==> src/rtl/alu_shared_multiplier_pkg.sv <==
// Shared definitions for the iterative shift-add multiplier that borrows
// the execute-stage ALU: default widths, the ALU add code and FSM states.
package alu_shared_multiplier_pkg;

    // Operand width used by the execute stage; the product is twice this.
    localparam int DEF_WIDTH = 32;

    // ALU function code the execute stage presents while the multiplier is busy.
    localparam logic [2:0] DEF_ALU_ADD = 3'b010;

    // Multiplier sequencing states.
    typedef enum logic [1:0] {
        IDLE = 2'd0,
        ITER = 2'd1,
        SIGN = 2'd2,
        DONE = 2'd3
    } mult_state_t;

endpackage

==> src/rtl/alu_shared_multiplier_negate64.sv <==
// Combinational conditional two's complement of the double-width product.
// Used in the SIGN state so the final sign fix-up never touches the shared ALU.
module alu_shared_multiplier_negate64 #(
    parameter int WIDTH = 32
) (
    input  logic                 negate,
    input  logic [2*WIDTH-1:0]   value,
    output logic [2*WIDTH-1:0]   result
);

    // Invert-and-increment across the full product when the signs differ.
    always_comb begin
        result = value;
        if (negate) begin
            result = ~value + (2*WIDTH)'(1);
        end
    end

endmodule

==> src/rtl/alu_shared_multiplier.sv <==
// Iterative shift-add multiplier for the execute stage. Each of the WIDTH
// iterations adds the multiplicand magnitude into the upper accumulator using
// the pipeline's own ALU (ALU_A + ALU_B -> ALUOut), recovers the carry-out
// locally from the operand/result MSBs, then shifts the 2*WIDTH+1 bit value
// right by one. Signed operation works on magnitudes and fixes the sign at
// the end, so -2^(WIDTH-1) is handled as the unsigned magnitude 2^(WIDTH-1).
module alu_shared_multiplier
    import alu_shared_multiplier_pkg::*;
#(
    parameter int         WIDTH   = DEF_WIDTH,
    parameter logic [2:0] ALU_ADD = DEF_ALU_ADD
) (
    input  logic             clk,
    input  logic             rst_n,
    input  logic             MultE,
    input  logic             MultSgn,
    input  logic [WIDTH-1:0] SrcAE,
    input  logic [WIDTH-1:0] SrcBE,
    input  logic [WIDTH-1:0] ALUOut,
    input  logic             ALU_zero,
    output logic [WIDTH-1:0] ALU_A,
    output logic [WIDTH-1:0] ALU_B,
    output logic [WIDTH-1:0] hi,
    output logic [WIDTH-1:0] lo,
    output logic             completed,
    output logic             busy
);

    localparam int               CNT_W    = $clog2(WIDTH);
    localparam logic [CNT_W-1:0] LAST_CNT = CNT_W'(WIDTH - 1);

    mult_state_t        state;
    logic               mult_e_q;
    logic               start;
    logic               neg_a;
    logic               neg_b;
    logic               neg_a_in;
    logic               neg_b_in;
    logic [WIDTH-1:0]   mag_a;
    logic [WIDTH-1:0]   mag_a_in;
    logic [WIDTH-1:0]   mag_b_in;
    logic [WIDTH-1:0]   acc_hi;
    logic [WIDTH-1:0]   acc_lo;
    logic [CNT_W-1:0]   cnt;
    logic               carry;
    logic [2*WIDTH-1:0] signed_product;

    // The ALU zero flag and function code are part of the execute-stage
    // interface but carry no information this sequencer needs.
    logic unused_interface;
    assign unused_interface = ALU_zero ^ (^ALU_ADD);

    // Rising edge of the request level launches an operation.
    assign start = MultE & ~mult_e_q;

    // Operand signs and magnitudes, captured only on the launch edge.
    assign neg_a_in = MultSgn & SrcAE[WIDTH-1];
    assign neg_b_in = MultSgn & SrcBE[WIDTH-1];
    assign mag_a_in = neg_a_in ? (~SrcAE + WIDTH'(1)) : SrcAE;
    assign mag_b_in = neg_b_in ? (~SrcBE + WIDTH'(1)) : SrcBE;

    // Drive the shared ALU operands only while iterating; zero otherwise.
    always_comb begin
        ALU_A = '0;
        ALU_B = '0;
        if (state == ITER) begin
            ALU_A = acc_hi;
            ALU_B = acc_lo[0] ? mag_a : '0;
        end
    end

    // Carry-out of the ALU add rebuilt from the operand and sum MSBs.
    assign carry = (ALU_A[WIDTH-1] & ALU_B[WIDTH-1])
                 | ((ALU_A[WIDTH-1] | ALU_B[WIDTH-1]) & ~ALUOut[WIDTH-1]);

    alu_shared_multiplier_negate64 #(
        .WIDTH (WIDTH)
    ) u_negate (
        .negate (neg_a ^ neg_b),
        .value  ({acc_hi, acc_lo}),
        .result (signed_product)
    );

    // Request edge detector plus the IDLE/ITER/SIGN/DONE sequencer with
    // registered hi/lo, completed and busy.
    always_ff @(posedge clk or negedge rst_n) begin
        if (!rst_n) begin
            state     <= IDLE;
            mult_e_q  <= 1'b0;
            neg_a     <= 1'b0;
            neg_b     <= 1'b0;
            mag_a     <= '0;
            acc_hi    <= '0;
            acc_lo    <= '0;
            cnt       <= '0;
            hi        <= '0;
            lo        <= '0;
            completed <= 1'b0;
            busy      <= 1'b0;
        end else begin
            mult_e_q <= MultE;
            case (state)
                IDLE: begin
                    completed <= 1'b0;
                    busy      <= 1'b0;
                    if (start) begin
                        neg_a  <= neg_a_in;
                        neg_b  <= neg_b_in;
                        mag_a  <= mag_a_in;
                        acc_hi <= '0;
                        acc_lo <= mag_b_in;
                        cnt    <= '0;
                        busy   <= 1'b1;
                        state  <= ITER;
                    end
                end
                ITER: begin
                    acc_hi <= {carry, ALUOut[WIDTH-1:1]};
                    acc_lo <= {ALUOut[0], acc_lo[WIDTH-1:1]};
                    cnt    <= cnt + CNT_W'(1);
                    if (cnt == LAST_CNT) begin
                        state <= SIGN;
                    end
                end
                SIGN: begin
                    hi        <= signed_product[2*WIDTH-1:WIDTH];
                    lo        <= signed_product[WIDTH-1:0];
                    completed <= 1'b1;
                    state     <= DONE;
                end
                DONE: begin
                    completed <= 1'b0;
                    busy      <= 1'b0;
                    state     <= IDLE;
                end
                default: begin
                    state <= IDLE;
                end
            endcase
        end
    end

endmodule

==> config.mk <==
export PLATFORM = sky130hd
export DESIGN_NAME = alu_shared_multiplier
export DESIGN_NICKNAME = d
export VERILOG_FILES = /design/src/rtl/alu_shared_multiplier_pkg.sv /design/src/rtl/alu_shared_multiplier_negate64.sv /design/src/rtl/alu_shared_multiplier.sv
export SDC_FILE = /design/constraint.sdc
export NUM_CORES = 1
export LEC_CHECK = 0
export CORE_ASPECT_RATIO = 1.5
export CORE_MARGIN = 2
export CORE_UTILIZATION = 35
export DETAILED_ROUTE_END_ITERATION = 10
export GPL_TIMING_DRIVEN = 0
export PLACE_DENSITY_LB_ADDON = 0.3
export SLEW_MARGIN = 10
export SYNTH_ARGS = -nofsm -noshare
export SYNTH_HDL_FRONTEND = slang
export SYNTH_SLANG_ARGS = --single-unit
==> constraint.sdc <==
create_clock -name clk -period 4.63 [get_ports clk]
set_input_delay 0.926 -clock clk [delete_from_list [all_inputs] [get_ports clk]]
set_output_delay 0.926 -clock clk [all_outputs]
set_load 0.03 [all_outputs]
== Yosys cells after proc, flatten, opt, wreduce, memory -nomap -nowiden ==
Index checks and enable logic that the tools add are counted.
Operators by class
  reduce and logical (&&, ||, !) cells: 8
  equal/unequal tests: 6
  bitwise gates (word level): 13
  muxes and demuxes: 18
  add/subtract/negate cells: 4
Operators with widths (number)
  $mux 32: 7
  $pmux 32 s2: 2
  $add 32x1->32 const B: 2
  $add 64x1->64 const B: 1
  $mux 64: 1
  $not 32->32: 2
  $not 64->64: 1
  $pmux 5 s2: 1
  $pmux 2 s4: 1
  $reduce_and 2->1: 3
  $reduce_bool 2->1: 3
  $add 5x1->5 const B: 1
  $and 1x1->1: 5
  $eq 5x5->1 const B: 1
  $mux 5: 1
  $eq 2x2->1 const B: 2
  $mux 2: 2
  $pmux 1 s2: 2
  $eq 2x1->1 const B: 1
  $logic_not 2->1: 1
  $ne 2x1->1 const B: 1
  $ne 2x2->1 const B: 1
  $not 1->1: 2
  $or 1x1->1: 2
  other kinds (3): 3
Word-level totals
  flip-flop bits (word level): 172
  input port bits: 101
  output and inout bits: 130
  logic and storage cells: 61

== Logic depth before layout (Yosys ltp) ==
Gate-level depths: netlist (run 1).
  word-level depth: 6
  gate-level depth with buffers: 10
  depth with buffers taken out: 7

== By module ==
Synthesis (run 1) repeated with hierarchy kept, for this count alone.
Unflattened totals
  cell total of the unflattened synthesis: 965
  area total of the unflattened synthesis: 9870.7 µm²
By module, submodules not included
  alu_shared_multiplier: cells each 759, instances 1, sequential area each 4304.1 µm², area an instance 8221.6 µm²
  alu_shared_multiplier_negate64: cells each 206, instances 1, sequential area each 0.0 µm², area an instance 1649.1 µm²

== Least setup slack after synthesis (run 1) ==
No wires, ideal clock.
  path kind: input to register
  start: input port SrcAE[20]
  end: register mag_a[28]
  arrival time: 2.470 ns
  setup time: 0.128 ns
  path buffers: 0
  path slack: 2.032 ns
  stages on the path: 5
  data required time: 4.502 ns
  cells stage by stage: or4_1 or3_1 nor4_1 mux2i_1 nand3_1
On the way
  word-level cells in the longest chain between the ends: 3
Ends and longest elaborated chain
  start, declared: line alu_shared_multiplier.sv:17  | input logic [WIDTH-1:0] SrcAE,
  $not 32->32: line alu_shared_multiplier.sv:59  | assign mag_a_in = neg_a_in ? (~SrcAE + WIDTH'(1)) : SrcAE;
  $add 32x1->32: line alu_shared_multiplier.sv:59
  $mux 32: line alu_shared_multiplier.sv:59
  end signal, assigned: line alu_shared_multiplier.sv:109  | mag_a <= mag_a_in;
  end, declared: line alu_shared_multiplier.sv:39  | logic [WIDTH-1:0] mag_a;
No other way between the ends.
A chain may end at the register's enable or synchronous reset.

== Worst setup path after layout (run 1) ==
  start: register state[1]
  end: output port ALU_A[17]
On the way
  word-level cells in the longest chain between the ends: 2
Ends and longest elaborated chain
  start, declared: line alu_shared_multiplier.sv:32  | mult_state_t state;
  start signal, assigned: line alu_shared_multiplier.sv:88  | state <= IDLE;
  start signal, assigned: line alu_shared_multiplier.sv:114  | state <= ITER;
  start signal, assigned: line alu_shared_multiplier.sv:122  | state <= SIGN;
  $eq 2x1->1: line alu_shared_multiplier.sv:66  | if (state == ITER) begin
  $mux 32: line alu_shared_multiplier.sv:66
  end, declared: line alu_shared_multiplier.sv:21  | output logic [WIDTH-1:0] ALU_A,
No other way between the ends.

==> metrics.md, run 1 <==
| Metric | Value |
|---|---|
| Yosys top cell area share | `0.4119` |
| Ports | `231` |
| Placer Congestion | `0.8913` |
| Inserted Diodes | `0` |
| Clock sink count | `172` |
| Dpl hpwl | `27.90 mm` |
| Layout area overhead | `33.18%` |
| Final WL | `36.58 mm` |
| Worst hold path type | `in2async` |
| # setup viols final | `0` |
| Vias in the first global route | `10360` |
| Final hold slack | `0.4363 ns` |
| Crit-path max FO | `10` |
| Htree depth | `4` |
| Setup repair bufs after CTS | `0` |
| F_max | `236.8 MHz` |
| Pwr dens | `740.5 mW/mm2` |
| Top post-synthesis cells by area | `dfrtp_1 41%, xnor2_1 4.4%, o21ai_0 3.9%` |
| Vias after detailed routing | `10380` |
| Syn Inst Count | `1188` |
| Initial antenna violation count | `0` |
| CTS tree | `built` |
| Final hold vios | `0` |
| Final Max Slew Viols | `0` |
| Leakage | `5.507 nW` |
| Clock buffer depth | `2` |
| Tmin final | `4.223 ns` |
| Slew margin rel. | `0.2834` |
| Synth Flop Type | `dfrtp_1` |
| VDD IR max | `0.0003559 V` |
| RSZ-0062 raised after global routing | `false` |
| Tightest Pin Transition | `1.075 ns` |
| 1st-pass router iterations | `7` |
| Total die area | `0.03128 mm2` |
| Status | `finished, final reports clean` |
| Setup Skew | `0.01238 ns` |
| Startpoint types | `register` |
| Commonest non-fill, non-tap cell in the layout | `clkdlybuf4s50_1` |
| Cell taking the most area after synthesis | `dfrtp_1` |
| Die height | `215.6 um` |
| Setup crit end kind | `primary output` |
| Worst-Skew Late Latency | `0.45 ns` |
| Yosys synthesis warning count | `0` |
| EDFF count, synth | `0` |
| WL per Instance | `19.83 um` |
| Gr usage total | `0.2317` |
| Tcrit/Tclk final | `0.9121` |
| Antenna-violating nets left | `0` |
| Synth unique cells | `72` |
| Clock slew at reported path FFs | `0.07 ns` |
| Clk root buf | `clkbuf_16` |
| Syn Nets | `1299` |
| MaxCap Viol Count | `0` |
| Cell area after synthesis | `0.01045 mm2` |
| Post-synthesis register bit count | `172` |
| CP arrival | `3.30 ns` |
| IO Port Bufs | `229` |
| Most frequent cells in the layout | `228 x clkdlybuf4s50_1, 172 x dfrtp_1, 95 x nor2_1` |
| CP required | `3.70 ns` |
| CTS resizes | `0` |
| Footprint of the multi-input gates | `0.005683 mm2` |
| Core Footprint | `0.02948 mm2` |
| FILL cells | `2897` |
| Seq/Total Area, Yosys | `0.4119` |
| Via/cell ratio | `5.627` |
| Sequential cell area | `0.004304 mm2` |
| Average cell area after synthesis | `8.795 um2` |
| Cts hold-fix bufs | `0` |
| Final net count | `1548` |
| Asr flop ratio synth | `1.000` |
| Total power | `10.31 mW` |
| Die W | `145.1 um` |
| Share of cells above drive strength 1 | `0.04900` |
| DRT iter0 DRCs | `732` |
| FP Rows | `77` |
| Grt total ovfl | `0` |
| Critical path class | `reg2out` |
| DRC errors left | `0` |
| Number of CTS-inserted buffers | `17` |
| First-pass GRT wire length | `57.30 mm` |
| Largest net degree at the start of global routing | `107` |
| Starting Density | `0.3544` |
-- Yosys cell counts, types with 6 or more instances --
library cell,count
dfrtp_1,172
nor2_1,95
nand2_1,90
o21ai_0,82
clkbuf_1,75
a21oi_1,70
xnor2_1,53
nor3_1,45
and3_1,43
nand3_1,37
xor2_1,34
and2_1,33
a22o_1,32
a22oi_1,27
a31oi_1,27
or4_1,27
o31ai_1,25
inv_1,22
nor4_1,21
or3_1,21
o41ai_1,11
ha_1,10
buf_1,9
nand2b_1,9
nand4_1,9
a221oi_1,6
mux2i_1,6
-- critical path: stages (launching register included) --
cell and delay [ns]:
dfrtp_1 0.40, inv_1 0.13, ha_1 0.24, clkbuf_1 0.74, clkbuf_1 0.44, and2_1 0.23
clkdlybuf4s50_1 0.67
-- report_power, final --
group	switching (mW)	total [mW]	internal, mW	leakage, nW
clock network	0.615	1.60	0.988	0.311
registers	0.710	2.93	2.22	2.12
logic	3.59	5.78	2.18	3.08
-- metal layers --
layer / track usage / vias to the layer above / share of wire
met5: 0 / - / 0
met2: 0.4198 / 405 / 0.52
met4: 0.09902 / 0 / 0.037
met1: 0.2612 / 5018 / 0.37
li1: - / 4873 / -
met3: 0.05201 / 81 / 0.069
-- worst paths after layout --
check / start / to / slack (ns) / cells past startpoint
worst min register to register: mag_a[24] / mag_a[24] / 0.48 / 2
max in group asynchronous: rst_n / mag_a[21] / 3.25 / 2
min in group clk: mag_a[24] / mag_a[24] / 0.48 / 2
worst max register to register: state[0] / hi[4] / 1.53 / 9
worst max-delay path: state[1] / ALU_A[17] / 0.41 / 6
worst min-delay path: rst_n / lo[19] / 0.44 / 1
-- registers in the layout, indices dropped and copies added, names as in the netlist, 2 cells and up --
name,flops
acc_hi,32
acc_lo,32
cnt,5
hi,32
lo,32
mag_a,32
state,2
-- final cells by class --
type                            count  area share
Multi-Input combinational cell    901      0.4084
Inverter                           22    0.005934
Buffer                             93     0.02724
Clock inverter                      9     0.01322
Clock buffer                       22     0.03336
Sequential cell                   172      0.3093
Tap cell                          395     0.03552
Timing Repair Buffer              230      0.1671
-- through the flow --
| stage | cell area, um2 | cells | util | setup TNS, ns | worst slack (ns) |
|---|---|---|---|---|---|
| global placement | 13240 | 1812 | 0.4489 | -805.39 | -4.702 |
| finish | 13920 | 1844 | 0.4720 | 0 | 0.4071 |
| CTS | 13920 | 1844 | 0.4720 | 0 | 0.3430 |
| global route | 13920 | 1844 | 0.4720 | 0 | 0.2452 |
| detailed placement | 13270 | 1813 | 0.4500 | 0 | 0.8180 |
| floorplan | 10450 | 1188 | - | 0 | 2.032 |
-- logic make-up (layout without fill, tap and decap cells) --
logic type,after synthesis,after routing,synth area share
fa+ha+maj,10,10,0.01197
compound gates,316,316,0.1973
simple gates,478,478,0.2516
xor+xnor,87,87,0.07293
flops,172,172,0.4119
mux,10,10,0.01006
buf+inv,115,376,0.04419
No activity file was read; power rests on OpenSTA's default activity.
==> inputs of run 2 (changes only) <==
--- a/config.mk
+++ b/config.mk
@@ -8,9 +8,11 @@
 export CORE_ASPECT_RATIO = 1.5
 export CORE_MARGIN = 2
 export CORE_UTILIZATION = 35
+export CTS_BUF_LIST = sky130_fd_sc_hd__clkbuf_4
 export DETAILED_ROUTE_END_ITERATION = 10
 export GPL_TIMING_DRIVEN = 0
 export PLACE_DENSITY_LB_ADDON = 0.3
+export REMOVE_ABC_BUFFERS = 1
 export SLEW_MARGIN = 10
 export SYNTH_ARGS = -nofsm -noshare
 export SYNTH_HDL_FRONTEND = slang
==> metrics.md, run 2 (same netlist as run 1, synthesis figures left out) <==
| Metric | Value |
|---|---|
| Top delay family on crit path | `buffers and inverters` |
| Worst-path cell chain | `inv_1, ha_2, buf_12, and3_1, clkdlybuf4s50_1` |
| Dpl hpwl | `24.18 mm` |
| Worst hold path type | `in2async` |
| WL per Instance | `18.88 um` |
| F_max | `249.5 MHz` |
| Gr usage total | `0.2120` |
| Status | `finished, final reports clean` |
| Die height | `215.6 um` |
| Antenna-violating nets left | `0` |
| Commonest non-fill, non-tap cell in the layout | `clkdlybuf4s50_1` |
| Clock slew at reported path FFs | `0.14 ns` |
| Cts hold-fix bufs | `0` |
| Pwr dens | `701.4 mW/mm2` |
| Tcrit/Tclk final | `0.8658` |
| Finished Cell Area | `0.01349 mm2` |
| Number of CTS-inserted buffers | `17` |
| DRT iter0 DRCs | `517` |
| Tmin final | `4.009 ns` |
| Vias after detailed routing | `9811` |
| Htree depth | `4` |
| Starting Density | `0.3544` |
| MaxCap Viol Count | `0` |
| Layout area overhead | `29.09%` |
| Final WL | `33.31 mm` |
| Setup repair bufs after CTS | `0` |
| Sequential cell area | `0.004304 mm2` |
| Final hold slack | `0.2924 ns` |
| R2r endpoint | `hi[31]` |
| Placer Congestion | `0.8339` |
| Crit-path slowest cell | `clkdlybuf4s50_1` |
| 1st-pass router iterations | `5` |
| Most frequent cells in the layout | `228 x clkdlybuf4s50_1, 172 x dfrtp_1, 95 x nor2_1` |
| Clock sink count | `172` |
| VDD IR max | `0.0003408 V` |
| Critical path class | `reg2out` |
| Final Max Slew Viols | `0` |
| CP max stage delay | `0.75 ns` |
| Via/cell ratio | `5.562` |
| CTS resizes | `0` |
| Die W | `145.1 um` |
| # setup viols final | `0` |
| Setup Skew | `0.03648 ns` |
| Crit-path max FO | `39` |
| Startpoint types | `register` |
| Worst-Skew Late Latency | `0.64 ns` |
| Final hold vios | `0` |
| WP buf/inv | `3` |
| Vias in the first global route | `9521` |
| CP required | `3.70 ns` |
| Core Footprint | `0.02948 mm2` |
| Placement Cell Area | `0.01319 mm2` |
| RSZ-0062 raised after global routing | `false` |
| IO Port Bufs | `229` |
| Largest net degree at the start of global routing | `88` |
| CP arrival | `3.08 ns` |
| Ports | `231` |
| Setup crit end kind | `primary output` |
| CTS tree | `built` |
| Slew margin rel. | `0.2593` |
| First-pass GRT wire length | `52.89 mm` |
| Total die area | `0.03128 mm2` |
| Footprint of the multi-input gates | `0.005749 mm2` |
| Clk root buf | `clkbuf_4` |
| Reg-to-reg setup timing slack | `1.04 ns` |
| Initial antenna violation count | `2` |
| Tightest Pin Transition | `1.111 ns` |
| FP Rows | `77` |
| DRC errors left | `0` |
| RR Startpoint | `acc_lo[0]` |
| Leakage | `5.316 nW` |
| Final net count | `1467` |
| Grt total ovfl | `0` |
| Share of cells above drive strength 1 | `0.06213` |
| Clock buffer depth | `2` |
| Non-Filler Instances | `1764` |
| R2r worst-path depth | `5` |
| FILL cells | `2940` |
| Total power | `9.460 mW` |
| DP Cell Count | `1732` |
run 2: cell count changes in the layout (fill, tap and decap cells not counted), moves of 3 or more:
cell / change
clkbuf_4: +17
clkbuf_16: -17
buf_16: +3
buf_8: +3
clkbuf_1: -78
buf_2: -4
clkinvlp_4: +4
buf_1: -9
buf_12: +4
run 2: stage by stage:
step | TNS [ns] | worst slack (ns) | util
floorplan | -1.433 | -0.2895 | -
global placement | -1095.31 | -4.960 | 0.4361
CTS | 0 | 0.5243 | 0.4574
detailed placement | 0 | 1.060 | 0.4472
global route | 0 | 0.3854 | 0.4575
finish | 0 | 0.6214 | 0.4575
run 2: where the power goes:
part           switching [mW]  internal [mW]  total [mW]
clock                   0.582          0.372       0.954
combinational            3.24           2.30        5.54
sequential              0.760           2.20        2.96
total                    4.58           4.88        9.46
run 2: worst register-to-register path: cells and delay by family, from the launching register on:
family | cells | cell delay [ns]
flops | 1 | 0.82
simple gates | 5 | 2.71
run 2: worst max-delay path by stage:
| stage | startpoint | to | slack, ns | cells after the start |
|---|---|---|---|---|
| after detailed placement | acc_lo[0] | hi[17] | 1.06 | 5 |
| after CTS | state[1] | ALU_B[31] | 0.52 | 5 |
| after global routing | state[1] | ALU_B[31] | 0.39 | 5 |
| after floorplan | state[0] | hi[2] | -0.29 | 5 |
| after global placement | rst_n | acc_lo[1] | -4.96 | 1 |
| final | state[1] | ALU_B[31] | 0.62 | 5 |
run 2: area by class of cell:
| cell class | count | area share |
|---|---|---|
| flip-flops and latches | 172 | 0.3191 |
| repair buffers | 242 | 0.1894 |
| inverters | 22 | 0.006122 |
| well taps | 395 | 0.03664 |
| clock buffers | 17 | 0.009462 |
| clock inverters | 14 | 0.01280 |
| multi-input cells | 901 | 0.4263 |
| diodes | 1 | 0.0001855 |
run 2: routing by layer:
layer	part of all wire	vias to the layer above	track usage
li1	-	4715	-
met1	0.39	4754	0.2426
met2	0.52	285	0.3821
met3	0.061	55	0.05370
met4	0.026	2	0.07647
met5	0.00039	-	0
==> inputs of run 3 (changes only) <==
--- a/config.mk
+++ b/config.mk
@@ -7,7 +7,7 @@
 export LEC_CHECK = 0
 export CORE_ASPECT_RATIO = 1.5
 export CORE_MARGIN = 2
-export CORE_UTILIZATION = 35
+export CORE_UTILIZATION = 56
 export CTS_BUF_LIST = sky130_fd_sc_hd__clkbuf_4
 export DETAILED_ROUTE_END_ITERATION = 10
 export GPL_TIMING_DRIVEN = 0
==> metrics.md, run 3 (same netlist as run 1, synthesis figures left out) <==
| Metric | Value |
|---|---|
| Status | `finished, final reports clean` |
| Finished Cell Area | `0.01336 mm2` |
| Number of CTS-inserted buffers | `17` |
| Placer Congestion | `0.8937` |
| Worst hold path type | `in2async` |
| CTS tree | `built` |
| FP Rows | `61` |
| Die W | `115.5 um` |
| CTS resizes | `0` |
| Final WL | `30.04 mm` |
| Initial antenna violation count | `1` |
| Tcrit/Tclk final | `0.8381` |
| CP required | `3.70 ns` |
| # setup viols final | `0` |
| IO Port Bufs | `229` |
| Clock sink count | `172` |
| Vias after detailed routing | `10010` |
| Setup crit end kind | `primary output` |
| Largest net degree at the start of global routing | `109` |
| CP arrival | `2.95 ns` |
| Setup Skew | `0.02310 ns` |
| Dpl hpwl | `21.69 mm` |
| Share of cells above drive strength 1 | `0.06213` |
| Met1 GRT Util | `0.3567` |
| Grt total ovfl | `0` |
| Antenna-violating nets left | `0` |
| Gr usage total | `0.3040` |
| Vias in the first global route | `9541` |
| Tmin final | `3.881 ns` |
| Die height | `171.3 um` |
| Clock slew at reported path FFs | `0.15 ns` |
| R2r worst-path depth | `5` |
| Tightest Pin Transition | `0.9994 ns` |
| RSZ-0062 raised after global routing | `false` |
| Cts hold-fix bufs | `0` |
| Most frequent cells in the layout | `228 x clkdlybuf4s50_1, 172 x dfrtp_1, 95 x nor2_1` |
| Met3 usage | `0.07470` |
| Worst-Skew Late Latency | `0.60 ns` |
| Core Footprint | `0.01839 mm2` |
| DRC errors left | `0` |
| Clock buffer depth | `2` |
| Critical path class | `reg2out` |
| 1st-pass router iterations | `5` |
| DRT iter0 DRCs | `908` |
| F_max | `257.7 MHz` |
| Leakage | `5.350 nW` |
| First-pass GRT wire length | `47.63 mm` |
| Startpoint types | `register` |
| Clk root buf | `clkbuf_4` |
| Placement Cell Area | `0.01301 mm2` |
| Final Max Slew Viols | `0` |
| MaxCap Viol Count | `0` |
| Final net count | `1467` |
| Starting Density | `0.5681` |
| Setup repair bufs after CTS | `0` |
| Crit-path max FO | `45` |
| WL per Instance | `18.53 um` |
| Commonest non-fill, non-tap cell in the layout | `clkdlybuf4s50_1` |
| Final hold vios | `0` |
| Layout area overhead | `27.84%` |
| Total die area | `0.01979 mm2` |
| Pwr dens | `708.8 mW/mm2` |
| Fin util | `0.7262` |
| VDD IR max | `0.0004913 V` |
| Htree depth | `4` |
| Slew margin rel. | `0.3337` |
| Busiest layer in global routing | `met2` |
| Routing usage on met2 | `0.5266` |
| Total power | `9.469 mW` |
| Ports | `231` |
| Via/cell ratio | `6.175` |
[run 3: cell count changes in the layout (fill, tap and decap cells not counted)]
cell,before,now
bufinv_16,3,5
clkbuf_4,17,18
clkinv_2,2,1
clkinv_4,3,1
clkinvlp_4,5,2
inv_6,1,4
[run 3: layout make-up]
| class | count | area (um2) |
|---|---|---|
| repair buffers | 242 | 2555 |
| multi-input cells | 901 | 5749 |
| clock buffers | 18 | 135.1 |
| diodes | 1 | 2.502 |
| flip-flops and latches | 172 | 4304 |
| clock inverters | 13 | 214.0 |
| inverters | 22 | 82.58 |
| fillers | 1444 | 5036 |
| well taps | 252 | 315.3 |
[run 3: path summary, 6_finish.rpt]
kind / start / slack [ns] / to
setup / recovery: state[1] / 0.75 / ALU_B[31]
hold / removal: rst_n / 0.08 / acc_hi[22]
setup reg to reg: acc_lo[0] / 1.10 / hi[17]
hold reg to reg: mag_a[21] / 0.49 / mag_a[21]
max in group asynchronous: rst_n / 3.54 / acc_lo[6]
min in group clk: mag_a[21] / 0.49 / mag_a[21]
[run 3: worst max-delay path: stages (launching register included)]
cell and delay (ns):
dfrtp_1 0.45, inv_1 0.13, ha_2 0.48, buf_12 0.27, and3_1 0.27, clkdlybuf4s50_1 0.73
[run 3: routing by layer]
layer  vias to the layer above  share of wire
met3                        81          0.077
met1                      4807           0.37
met2                       426           0.52
li1                       4695              -
met5                         -              0
met4                         0          0.030
[run 3: per-stage QoR]
step           TNS (ns)  setup slack [ns]  cells  hold WS, ns
2_1_floorplan    -1.433           -0.2895   1095       0.4429
3_3_place_gp    -980.27            -4.525   1576       0.4544
3_5_place_dp          0             1.087   1589       0.4631
4_1_cts               0            0.7046   1620      0.05667
5_1_grt               0            0.5836   1621      0.04198
6_report              0            0.7494   1621      0.08333
[run 3: report_power, final]
| part | leakage, nW | total [mW] | internal, mW | switching, mW |
|---|---|---|---|---|
| logic | 3.05 | 5.45 | 2.26 | 3.19 |
| clock network | 0.180 | 1.05 | 0.492 | 0.561 |
| registers | 2.12 | 2.96 | 2.21 | 0.758 |
